==> config.mk <==
export PLATFORM = sky130hd
export DESIGN_NAME = misr_session_ctrl
export DESIGN_NICKNAME = d
export VERILOG_FILES = /design/src/rtl/misr_pkg.sv /design/src/rtl/misr_word_buf.sv /design/src/rtl/misr_session_ctrl.sv
export SDC_FILE = /design/constraint.sdc
export NUM_CORES = 2
export LEC_CHECK = 0
export CAP_MARGIN = 0
export CORE_MARGIN = 5
export CORE_UTILIZATION = 40
export DETAILED_ROUTE_END_ITERATION = 12
export PLACE_DENSITY = 0.7
export SYNTH_ARGS = -nofsm -noshare
export SYNTH_HDL_FRONTEND = slang
export SYNTH_HIERARCHICAL = 1
export SYNTH_SLANG_ARGS = --single-unit
==> constraint.sdc <==
create_clock -name clk_i -period 3.35 [get_ports clk_i]
set_input_delay 0.335 -clock clk_i [delete_from_list [all_inputs] [get_ports clk_i]]
set_output_delay 0.335 -clock clk_i [all_outputs]
set_load 0.005 [all_outputs]
==> src/rtl/misr_pkg.sv <==
`default_nettype none
// ============================================================================
// misr_pkg : register map, CTRL commands and FSM states for misr_session_ctrl
// Rev 1.0
// ============================================================================
package misr_pkg;

    localparam logic [7:0] c_off_ctrl  = 8'h00;
    localparam logic [7:0] c_off_coeff = 8'h40;
    localparam logic [7:0] c_off_sig   = 8'h80;
    localparam logic [7:0] c_off_done  = 8'hC0;

    localparam int c_ctrl_en_bit      = 0;
    localparam int c_ctrl_rst_bit     = 1;
    localparam int c_ctrl_done_in_bit = 2;

    localparam logic [2:0] c_cmd_en      = 3'(1 << c_ctrl_en_bit);
    localparam logic [2:0] c_cmd_rst     = 3'(1 << c_ctrl_rst_bit);
    localparam logic [2:0] c_cmd_done_in = 3'(1 << c_ctrl_done_in_bit);

    typedef enum logic [3:0] {
        ST_IDLE     = 4'd0,
        ST_LOAD     = 4'd1,
        ST_WR_COEFF = 4'd2,
        ST_WR_RST   = 4'd3,
        ST_WR_CLR   = 4'd4,
        ST_WR_EN    = 4'd5,
        ST_STREAM   = 4'd6,
        ST_WR_DONE  = 4'd7,
        ST_POLL     = 4'd8,
        ST_RD_SIG   = 4'd9,
        ST_REPORT   = 4'd10
    } state_t;

endpackage
`default_nettype wire

==> src/rtl/misr_word_buf.sv <==
`default_nettype none
// ============================================================================
// misr_word_buf : session word store with independent write and read pointers
// Rev 1.0
// ============================================================================
module misr_word_buf #(
    parameter int NBIT_DATA = 64,
    parameter int MAX_WORDS = 16
) (
    input  logic                         clk_i,
    input  logic                         rst_i,
    input  logic                         clr_i,
    input  logic                         wr_en_i,
    input  logic [NBIT_DATA-1:0]         wr_data_i,
    input  logic                         rd_inc_i,
    output logic [NBIT_DATA-1:0]         rd_data_o,
    output logic [$clog2(MAX_WORDS)-1:0] wr_ptr_o
);

    localparam int AW = $clog2(MAX_WORDS);
    localparam logic [AW-1:0] c_ptr_one = AW'(1);

    logic [NBIT_DATA-1:0] mem_q [MAX_WORDS];
    logic [AW-1:0]        wr_ptr_q;
    logic [AW-1:0]        rd_ptr_q;

    always_ff @(posedge clk_i) begin
        if (rst_i) begin
            for (int i = 0; i < MAX_WORDS; i++) begin
                mem_q[i] <= '0;
            end
            wr_ptr_q <= '0;
            rd_ptr_q <= '0;
        end else if (clr_i) begin
            wr_ptr_q <= '0;
            rd_ptr_q <= '0;
        end else begin
            if (wr_en_i) begin
                mem_q[wr_ptr_q] <= wr_data_i;
                wr_ptr_q        <= wr_ptr_q + c_ptr_one;
            end
            if (rd_inc_i) begin
                rd_ptr_q <= rd_ptr_q + c_ptr_one;
            end
        end
    end

    // Combinational read so the stream word can be registered onto the bus
    assign rd_data_o = mem_q[rd_ptr_q];
    assign wr_ptr_o  = wr_ptr_q;

endmodule
`default_nettype wire

==> src/rtl/misr_session_ctrl.sv <==
`default_nettype none
// ============================================================================
// misr_session_ctrl : runs one MISR signature session over the register bus
// Rev 1.0
// ============================================================================
module misr_session_ctrl
    import misr_pkg::*;
#(
    parameter int                   NBIT_DATA = 64,
    parameter int                   NBIT_ADDR = 64,
    parameter logic [NBIT_ADDR-1:0] BASE_ADDR = NBIT_ADDR'(2**25),
    parameter int                   MAX_WORDS = 16,
    parameter int                   POLL_MAX  = 255
) (
    input  logic                           clk_i,
    input  logic                           rst_i,
    input  logic                           start_i,
    input  logic [NBIT_DATA-1:0]           cfg_coeff_i,
    input  logic [$clog2(MAX_WORDS+1)-1:0] cfg_len_i,
    input  logic [NBIT_DATA-1:0]           cfg_golden_i,
    input  logic                           s_valid_i,
    input  logic [NBIT_DATA-1:0]           s_data_i,
    output logic                           s_ready_o,
    output logic                           m_req_o,
    output logic                           m_we_o,
    output logic [NBIT_ADDR-1:0]           m_addr_o,
    output logic [NBIT_DATA-1:0]           m_data_o,
    input  logic [NBIT_DATA-1:0]           m_data_i,
    output logic                           busy_o,
    output logic                           done_o,
    output logic                           pass_o,
    output logic                           err_o,
    output logic [NBIT_DATA-1:0]           signature_o
);

    localparam int LW = $clog2(MAX_WORDS+1);
    localparam int AW = $clog2(MAX_WORDS);
    localparam int PW = $clog2(POLL_MAX+1);

    localparam logic [NBIT_ADDR-1:0] c_addr_ctrl  = BASE_ADDR + NBIT_ADDR'(c_off_ctrl);
    localparam logic [NBIT_ADDR-1:0] c_addr_coeff = BASE_ADDR + NBIT_ADDR'(c_off_coeff);
    localparam logic [NBIT_ADDR-1:0] c_addr_sig   = BASE_ADDR + NBIT_ADDR'(c_off_sig);
    localparam logic [NBIT_ADDR-1:0] c_addr_done  = BASE_ADDR + NBIT_ADDR'(c_off_done);
    localparam logic [NBIT_DATA-1:0] c_ctrl_en    = NBIT_DATA'(c_cmd_en);
    localparam logic [NBIT_DATA-1:0] c_ctrl_rst   = NBIT_DATA'(c_cmd_rst);
    localparam logic [NBIT_DATA-1:0] c_ctrl_dn    = NBIT_DATA'(c_cmd_done_in);
    localparam logic [LW-1:0]        c_len_one    = LW'(1);
    localparam logic [LW-1:0]        c_len_max    = LW'(MAX_WORDS);
    localparam logic [PW-1:0]        c_poll_one   = PW'(1);
    localparam logic [PW-1:0]        c_poll_last  = PW'(POLL_MAX-1);

    state_t               state_q;
    logic [LW-1:0]        len_q, scnt_q;
    logic [PW-1:0]        pcnt_q;
    logic [NBIT_DATA-1:0] coeff_q, golden_q, sig_q, m_data_q;
    logic [NBIT_ADDR-1:0] m_addr_q;
    logic                 s_ready_q, m_req_q, m_we_q, busy_q, done_q, pass_q, err_q;

    logic                 w_buf_wr, w_buf_rd, w_buf_clr, w_last_word, w_last_stream;
    logic [NBIT_DATA-1:0] w_rd_data;
    logic [AW-1:0]        w_wr_ptr;

    assign w_buf_clr     = (state_q == ST_IDLE);
    assign w_buf_wr      = (state_q == ST_LOAD) && s_ready_q && s_valid_i;
    assign w_last_word   = (LW'(w_wr_ptr) == len_q - c_len_one);
    assign w_last_stream = (scnt_q == len_q - c_len_one);
    assign w_buf_rd      = ((state_q == ST_WR_EN) && (len_q != '0)) ||
                           ((state_q == ST_STREAM) && !w_last_stream);

    misr_word_buf #(
        .NBIT_DATA (NBIT_DATA),
        .MAX_WORDS (MAX_WORDS)
    ) u_buf (
        .clk_i     (clk_i),
        .rst_i     (rst_i),
        .clr_i     (w_buf_clr),
        .wr_en_i   (w_buf_wr),
        .wr_data_i (s_data_i),
        .rd_inc_i  (w_buf_rd),
        .rd_data_o (w_rd_data),
        .wr_ptr_o  (w_wr_ptr)
    );

    // Bus outputs default to idle each cycle; a transition sets the bus
    // values that belong to the state being entered.
    always_ff @(posedge clk_i) begin
        if (rst_i) begin
            state_q   <= ST_IDLE;
            len_q     <= '0;
            scnt_q    <= '0;
            pcnt_q    <= '0;
            coeff_q   <= '0;
            golden_q  <= '0;
            sig_q     <= '0;
            m_data_q  <= '0;
            m_addr_q  <= '0;
            s_ready_q <= 1'b0;
            m_req_q   <= 1'b0;
            m_we_q    <= 1'b0;
            busy_q    <= 1'b0;
            done_q    <= 1'b0;
            pass_q    <= 1'b0;
            err_q     <= 1'b0;
        end else begin
            m_req_q  <= 1'b0;
            m_we_q   <= 1'b0;
            m_addr_q <= '0;
            m_data_q <= '0;
            done_q   <= 1'b0;
            case (state_q)
                ST_IDLE: begin
                    if (start_i) begin
                        len_q    <= cfg_len_i;
                        coeff_q  <= cfg_coeff_i;
                        golden_q <= cfg_golden_i;
                        pass_q   <= 1'b0;
                        err_q    <= 1'b0;
                        sig_q    <= '0;
                        busy_q   <= 1'b1;
                        if (cfg_len_i > c_len_max) begin
                            err_q   <= 1'b1;
                            state_q <= ST_REPORT;
                        end else if (cfg_len_i == '0) begin
                            {m_req_q, m_we_q} <= 2'b11;
                            m_addr_q <= c_addr_coeff;
                            m_data_q <= cfg_coeff_i;
                            state_q  <= ST_WR_COEFF;
                        end else begin
                            s_ready_q <= 1'b1;
                            state_q   <= ST_LOAD;
                        end
                    end
                end
                ST_LOAD: begin
                    if (w_buf_wr && w_last_word) begin
                        s_ready_q <= 1'b0;
                        {m_req_q, m_we_q} <= 2'b11;
                        m_addr_q  <= c_addr_coeff;
                        m_data_q  <= coeff_q;
                        state_q   <= ST_WR_COEFF;
                    end
                end
                ST_WR_COEFF: begin
                    {m_req_q, m_we_q} <= 2'b11;
                    m_addr_q <= c_addr_ctrl;
                    m_data_q <= c_ctrl_rst;
                    state_q  <= ST_WR_RST;
                end
                ST_WR_RST: begin
                    {m_req_q, m_we_q} <= 2'b11;
                    m_addr_q <= c_addr_ctrl;
                    state_q  <= ST_WR_CLR;
                end
                ST_WR_CLR: begin
                    {m_req_q, m_we_q} <= 2'b11;
                    m_addr_q <= c_addr_ctrl;
                    m_data_q <= c_ctrl_en;
                    state_q  <= ST_WR_EN;
                end
                ST_WR_EN, ST_STREAM: begin
                    if ((state_q == ST_WR_EN) ? (len_q == '0) : w_last_stream) begin
                        {m_req_q, m_we_q} <= 2'b11;
                        m_addr_q <= c_addr_ctrl;
                        m_data_q <= c_ctrl_dn;
                        state_q  <= ST_WR_DONE;
                    end else begin
                        m_data_q <= w_rd_data;
                        scnt_q   <= (state_q == ST_WR_EN) ? '0 : scnt_q + c_len_one;
                        state_q  <= ST_STREAM;
                    end
                end
                ST_WR_DONE: begin
                    m_req_q  <= 1'b1;
                    m_addr_q <= c_addr_done;
                    pcnt_q   <= '0;
                    state_q  <= ST_POLL;
                end
                ST_POLL: begin
                    if (m_data_i[0]) begin
                        m_req_q  <= 1'b1;
                        m_addr_q <= c_addr_sig;
                        state_q  <= ST_RD_SIG;
                    end else if (pcnt_q == c_poll_last) begin
                        err_q   <= 1'b1;
                        state_q <= ST_REPORT;
                    end else begin
                        m_req_q  <= 1'b1;
                        m_addr_q <= c_addr_done;
                        pcnt_q   <= pcnt_q + c_poll_one;
                    end
                end
                ST_RD_SIG: begin
                    sig_q   <= m_data_i;
                    pass_q  <= (m_data_i == golden_q);
                    state_q <= ST_REPORT;
                end
                ST_REPORT: begin
                    done_q  <= 1'b1;
                    busy_q  <= 1'b0;
                    state_q <= ST_IDLE;
                end
                default: state_q <= ST_IDLE;
            endcase
        end
    end

    assign s_ready_o   = s_ready_q;
    assign m_req_o     = m_req_q;
    assign m_we_o      = m_we_q;
    assign m_addr_o    = m_addr_q;
    assign m_data_o    = m_data_q;
    assign busy_o      = busy_q;
    assign done_o      = done_q;
    assign pass_o      = pass_q;
    assign err_o       = err_q;
    assign signature_o = sig_q;

endmodule
`default_nettype wire

# --- After elaboration in Yosys (flattened, before gate mapping) ---
# Memory sizes are Yosys's and may differ from the RTL's. A register that Yosys moved wholly into a read port is not among the register bits.
# Cells that the tools add are included.
op_classes:
  n_addsub: 5
  reduce_logical: 29
  bitwise_logic: 1
  n_eq_ne: 22
  order_cmp: 1
  muxes: 64
ops:
  columns: ["operator", "n"]
  rows:
  - ["64-bit 2-to-1 mux", 7]
  - ["64-bit one-hot mux with 5 select lines", 1]
  - ["26-bit 2-to-1 mux", 7]
  - ["26-bit one-hot mux with 6 select lines", 1]
  - ["64-bit one-hot mux with 2 select lines", 1]
  - ["64-bit equality test", 1]
  - ["64-bit OR reduction", 1]
  - ["4-bit one-hot mux with 9 select lines", 1]
  - ["4-bit 2-to-1 mux", 8]
  - ["1-bit 2-to-1 mux", 27]
  - ["4-bit by 3-bit equality test with 1-bit output (second input constant)", 4]
  - ["8-bit 2-to-1 mux", 2]
  - ["8-bit one-hot mux with 2 select lines", 1]
  - ["4-bit equality test (second input constant)", 3]
  - ["2-bit inequality test (second input constant)", 6]
  - ["5-bit zero test", 2]
  - ["2-bit nonzero test", 5]
  - ["4-bit by 1-bit adder with 4-bit output (second input constant)", 2]
  - ["8-bit by 1-bit adder with 8-bit output (second input constant)", 1]
  - ["4-bit by 2-bit equality test with 1-bit output (second input constant)", 2]
  - ["8-bit equality test (second input constant)", 1]
  - ["1-bit one-hot mux with 2 select lines", 4]
  - ["2-bit AND reduction", 4]
  - ["3-bit AND reduction", 2]
  - ["23 further kinds", 28]
totals:
  regBits: 357
  inputBits: 265
  output_inout_bits: 199
  n_memories: 1
  word_cells: 141
  mem_bits_rw: 1024
memory_table:
  columns: ["memory", "words", "word_bits", "rd", "rd_clocked_by_memory_dff", "write_ports", "line_no", "rtl"]
  rows:
  - ["u_buf.mem_q", 16, 64, 1, 1, 16, "misr_word_buf.sv:23", "logic [NBIT_DATA-1:0] mem_q [MAX_WORDS];"]

# --- Logic depth before layout (Yosys ltp) ---
logic_depth:
  depth_word: 9
  depth_mapped: 10
  ltp_nobuf: 9

# --- Hierarchy ---
# The synthesis kept the hierarchy.
by_module_without_submodules:
  columns: ["mod", "instances", "seq_area_each_um2", "area_each_um2", "cells_each"]
  rows:
  - ["misr_word_buf", 1, 30989.7, 45964.1, 2839]
  - ["misr_session_ctrl", 1, 5765.5, 12136.6, 1447]

# --- Least setup slack after synthesis ---
# OpenSTA, ideal clock, no wires.
synth_timing:
  path_type: "flip-flop to flip-flop"
  start: "reg state_q[1]"
  end: "mem u_buf.mem_q[10][0] (enable)"
  period_less_slack_ps: 3049
  path_slack_ps: 301
  t_arrival_ps: 2654
  n_path_buf: 1
  required_ps: 2956
  setup_time_ps: 394
  path_stages_with_launch: 7
  path_cell_list: "dfxtp_1 > or4b_4 > nor2_1 > and2_0 > and3_1 > clkbuf_2 > or2_2"
synth_lines:
  columns: ["item", "line_no", "rtl"]
  rows:
  - ["from (decl)", "misr_session_ctrl.sv:52", "state_t state_q;"]
  - ["from (signal assigned)", "misr_session_ctrl.sv:88", "state_q <= ST_IDLE;"]
  - ["from (signal assigned)", "misr_session_ctrl.sv:122", "state_q <= ST_REPORT;"]
  - ["from (signal assigned)", "misr_session_ctrl.sv:127", "state_q <= ST_WR_COEFF;"]
  - ["to (decl)", "misr_word_buf.sv:23", null]

==> impl_metrics.tcl <==
set metrics [dict create \
    synthTopCellsByCount "1030 x and2_1, 1024 x edfxtp_1, 417 x nand2_1" \
    post-route-period-util_pct 93.9 \
    slew_violations 0 \
    ir_worst_vdd_v 0.000403 \
    whs_ns 0.117 \
    synth.most_common_cell "and2_1" \
    min_period_ns 3.15 \
    die_h_um 391 \
    crit_fanout 64 \
    wl_per_cell_um 25.6 \
    end_kind "flop" \
    totalWireLength_mm 169 \
    die_w_um 391 \
    relSlewSlack_pct 31.9 \
    worst_slew_pin_slew_ns 1.02 \
    yosys.cell_types.count 66 \
    core_area_um2 144000 \
    setup_ws_ns 0.204 \
    max_stage_delay_ns 0.69 \
    critical-path-top-delay-family "simple AND/OR/NAND/NOR gates" \
    first_global_vias 36800 \
    ys_async_sr_fraction_pct 0 \
    rsz0062_at_grt "false" \
    synthCells 4286 \
    cts-root-buf "clkbuf_16" \
    synth_top_area_cell "edfxtp_1" \
    path_clk_slew_ns 0.06 \
    nNetsFinal 4846 \
    antenna_found_initial 15 \
    grtUsageMet2_pct 36.6 \
    gp_congestion 0.866 \
    dieArea_um2 153000 \
    path_buf_inv 1 \
    crit_required_ns 3.98 \
    drt-pass1-iter-count 5 \
    busiest_layer "met2" \
    antenna_left 0 \
    grt_pass1_wl_mm 246 \
    initial_core_util_pct 40.3 \
    grt_max_degree 147 \
    finClkSkew_ns 0.0236 \
    max_freq_mhz 318 \
    crit_slowest_cell "buf_4" \
    worst_setup_path_start_kind "flop" \
    worstPathArrival_ns 3.77 \
    synth-seq-cells 1324 \
    syn-cell-area_um2 58100 \
    drt_iter0_markers 3102 \
    grt_use_total_pct 21.7 \
    fin_setup_tns_ns 0 \
    avgSynthCellArea_um2 13.6 \
    use_met3_pct 4.89 \
    nFillCells 12300 \
    area.growth.synth_to_final_pct 18.6 \
    finalHoldViolCount 0 \
    boundaryPins 464 \
    ys_top_cells_by_area "edfxtp_1 53%, and2_1 11%, dfxtp_1 10%" \
    yosysSeqAreaShare_pct 63.3 \
    port_buffers 402 \
    htree_num_levels 4 \
    cts_tree "built" \
    rows 139 \
    path_cells "or4b_4 > nor2_1 > and2_0 > and3_4 > buf_4 > and2_1" \
    yosysTopAreaCellShare_pct 52.9 \
    grt-ovfl-total 0 \
    multi_input_area_um2 19700 \
    place_ws_ns 0.305 \
    avgViaCountPerCell 5.48 \
    drive_gt1_share_pct 13.3 \
    cts_buffer_depth 3 \
    maxCapViolCount 0 \
    seq_area_um2 36800 \
    num_vias 36100 \
    synth-warning-count 6 \
    setup_viol 0 \
    clock_latency_ns 0.77 \
    p_leak_uw 0.0238 \
    status "finished clean" \
    numCtsBuffers 141 \
    p_per_area_nw_per_um2 558 \
    clkSinkCount 1324 \
    synth-edff-count 1024 \
    drc_errors 0 \
    met1_usage_pct 27.9 \
    hp-class "in2reg" \
    dp_hpwl_mm 102 \
    path_class "reg2reg" \
    synth_flop_cell "edfxtp_1" \
]
[cell families (layout without fill, tap and decap cells)]
| kind of cell | after synthesis | after routing | share of synthesized area (%) |
|---|---|---|---|
| flip-flops | 1324 | 1324 | 63.3 |
| buffers and inverters | 447 | 776 | 3.61 |
| other | 1 | 69 | 0.00645 |
| multiplexers | 260 | 260 | 9.99 |
| AND/OR/NAND/NOR | 1650 | 1650 | 15.8 |
| AO/OA/AOI/OAI | 507 | 507 | 5.77 |
| adder cells (fa/ha/maj) | 11 | 11 | 0.237 |
| XOR/XNOR | 86 | 86 | 1.32 |
[state kept, by name, summed over array words and instances (netlist names), 3 cells and up, named ones only]
register	cells
m_addr_o	3
state_q	4
u_buf/wr_ptr_o	4
scnt_q	5
signature_o	64
coeff_q	64
len_q	5
golden_q	64
pcnt_q	8
u_buf/mem_q	1024
u_buf/rd_ptr_q	4
m_data_o	64
[through the flow]
step / util [%] / cell area, µm² / power [µW] / cells
3_3_place_gp: 44.7 / 64400 / 23500 / 6329
4_1_cts: 47.8 / 68900 / 38700 / 6578
3_5_place_dp: 44.7 / 64400 / 23600 / 6329
2_1_floorplan: - / 58300 / 21600 / 4346
5_1_grt: 47.8 / 68900 / 39800 / 6581
6_report: 47.9 / 68900 / 38400 / 6586
[power breakdown]
part / internal (µW) / total, µW / leakage, µW / switching [µW]
combinational: 1520 / 4220 / 0.00904 / 2700
clock: 8700 / 15200 / 0.00218 / 6510
sequential: 18600 / 19000 / 0.0125 / 413
[path summary, 6_finish.rpt]
kind,startpoint,cells past startpoint,slack [ns],end
worst max-delay path,state_q[3],6,0.20,u_buf/mem_q[10][56]
worst min-delay path,cfg_golden_i[58],3,0.12,golden_q[58]
worst max register to register,state_q[3],6,0.20,u_buf/mem_q[10][56]
worst min register to register,coeff_q[10],2,0.45,coeff_q[10]
[area by class of cell]
class	instances	share of cell area [%]
Timing Repair Buffer	513	8.09
Antenna cell	8	0.0290
Clock inverter	65	0.933
Sequential cell	1324	53.3
Tap cell	1903	3.45
Clock buffer	183	5.53
Inverter	15	0.0817
Multi-Input combinational cell	2575	28.5
[metal layers]
metal	wire length, µm	part of all wire, %	up-vias
met3	13500	8.0	252
met4	4580	2.7	2
met2	82900	49	1596
li1	-	-	15900
met1	67600	40	18300
met5	17	0.010	-
[repair_timing]
action	CTS	global route
endpoints found under the hold margin	1	0
setup buffers	0	0
hold buffers	1	0
resized for setup	0	0
[cell usage in the layout, fill, tap and decap left out, drive strengths merged, types with 11 or more instances in the layout]
| cell | netlist | final |
|---|---|---|
| buf | 131 | 110 |
| xnor2 | 28 | 28 |
| inv | 15 | 24 |
| o2bb2ai | 64 | 64 |
| a21oi | 217 | 217 |
| nand3 | 73 | 73 |
| nor4 | 13 | 13 |
| dfxtp | 300 | 300 |
| clkbuf | 301 | 184 |
| clkdlybuf4s50 | 0 | 401 |
| nand2 | 417 | 417 |
| a22oi | 189 | 189 |
| ha | 11 | 11 |
| edfxtp | 1024 | 1024 |
| mux4 | 256 | 256 |
| and3 | 18 | 18 |
| nor2 | 30 | 30 |
| or2 | 21 | 21 |
| xor2 | 57 | 57 |
| conb | 1 | 61 |
| and2 | 1031 | 1031 |
| clkinv | 0 | 45 |
[tightest hold or removal path, delay by kind of cell]
kind	cells	cell delay, ns
simple gates	1	0.05
compound gates	1	0.05
buf+inv	1	0.40
Power figures use the tool's default switching activity.
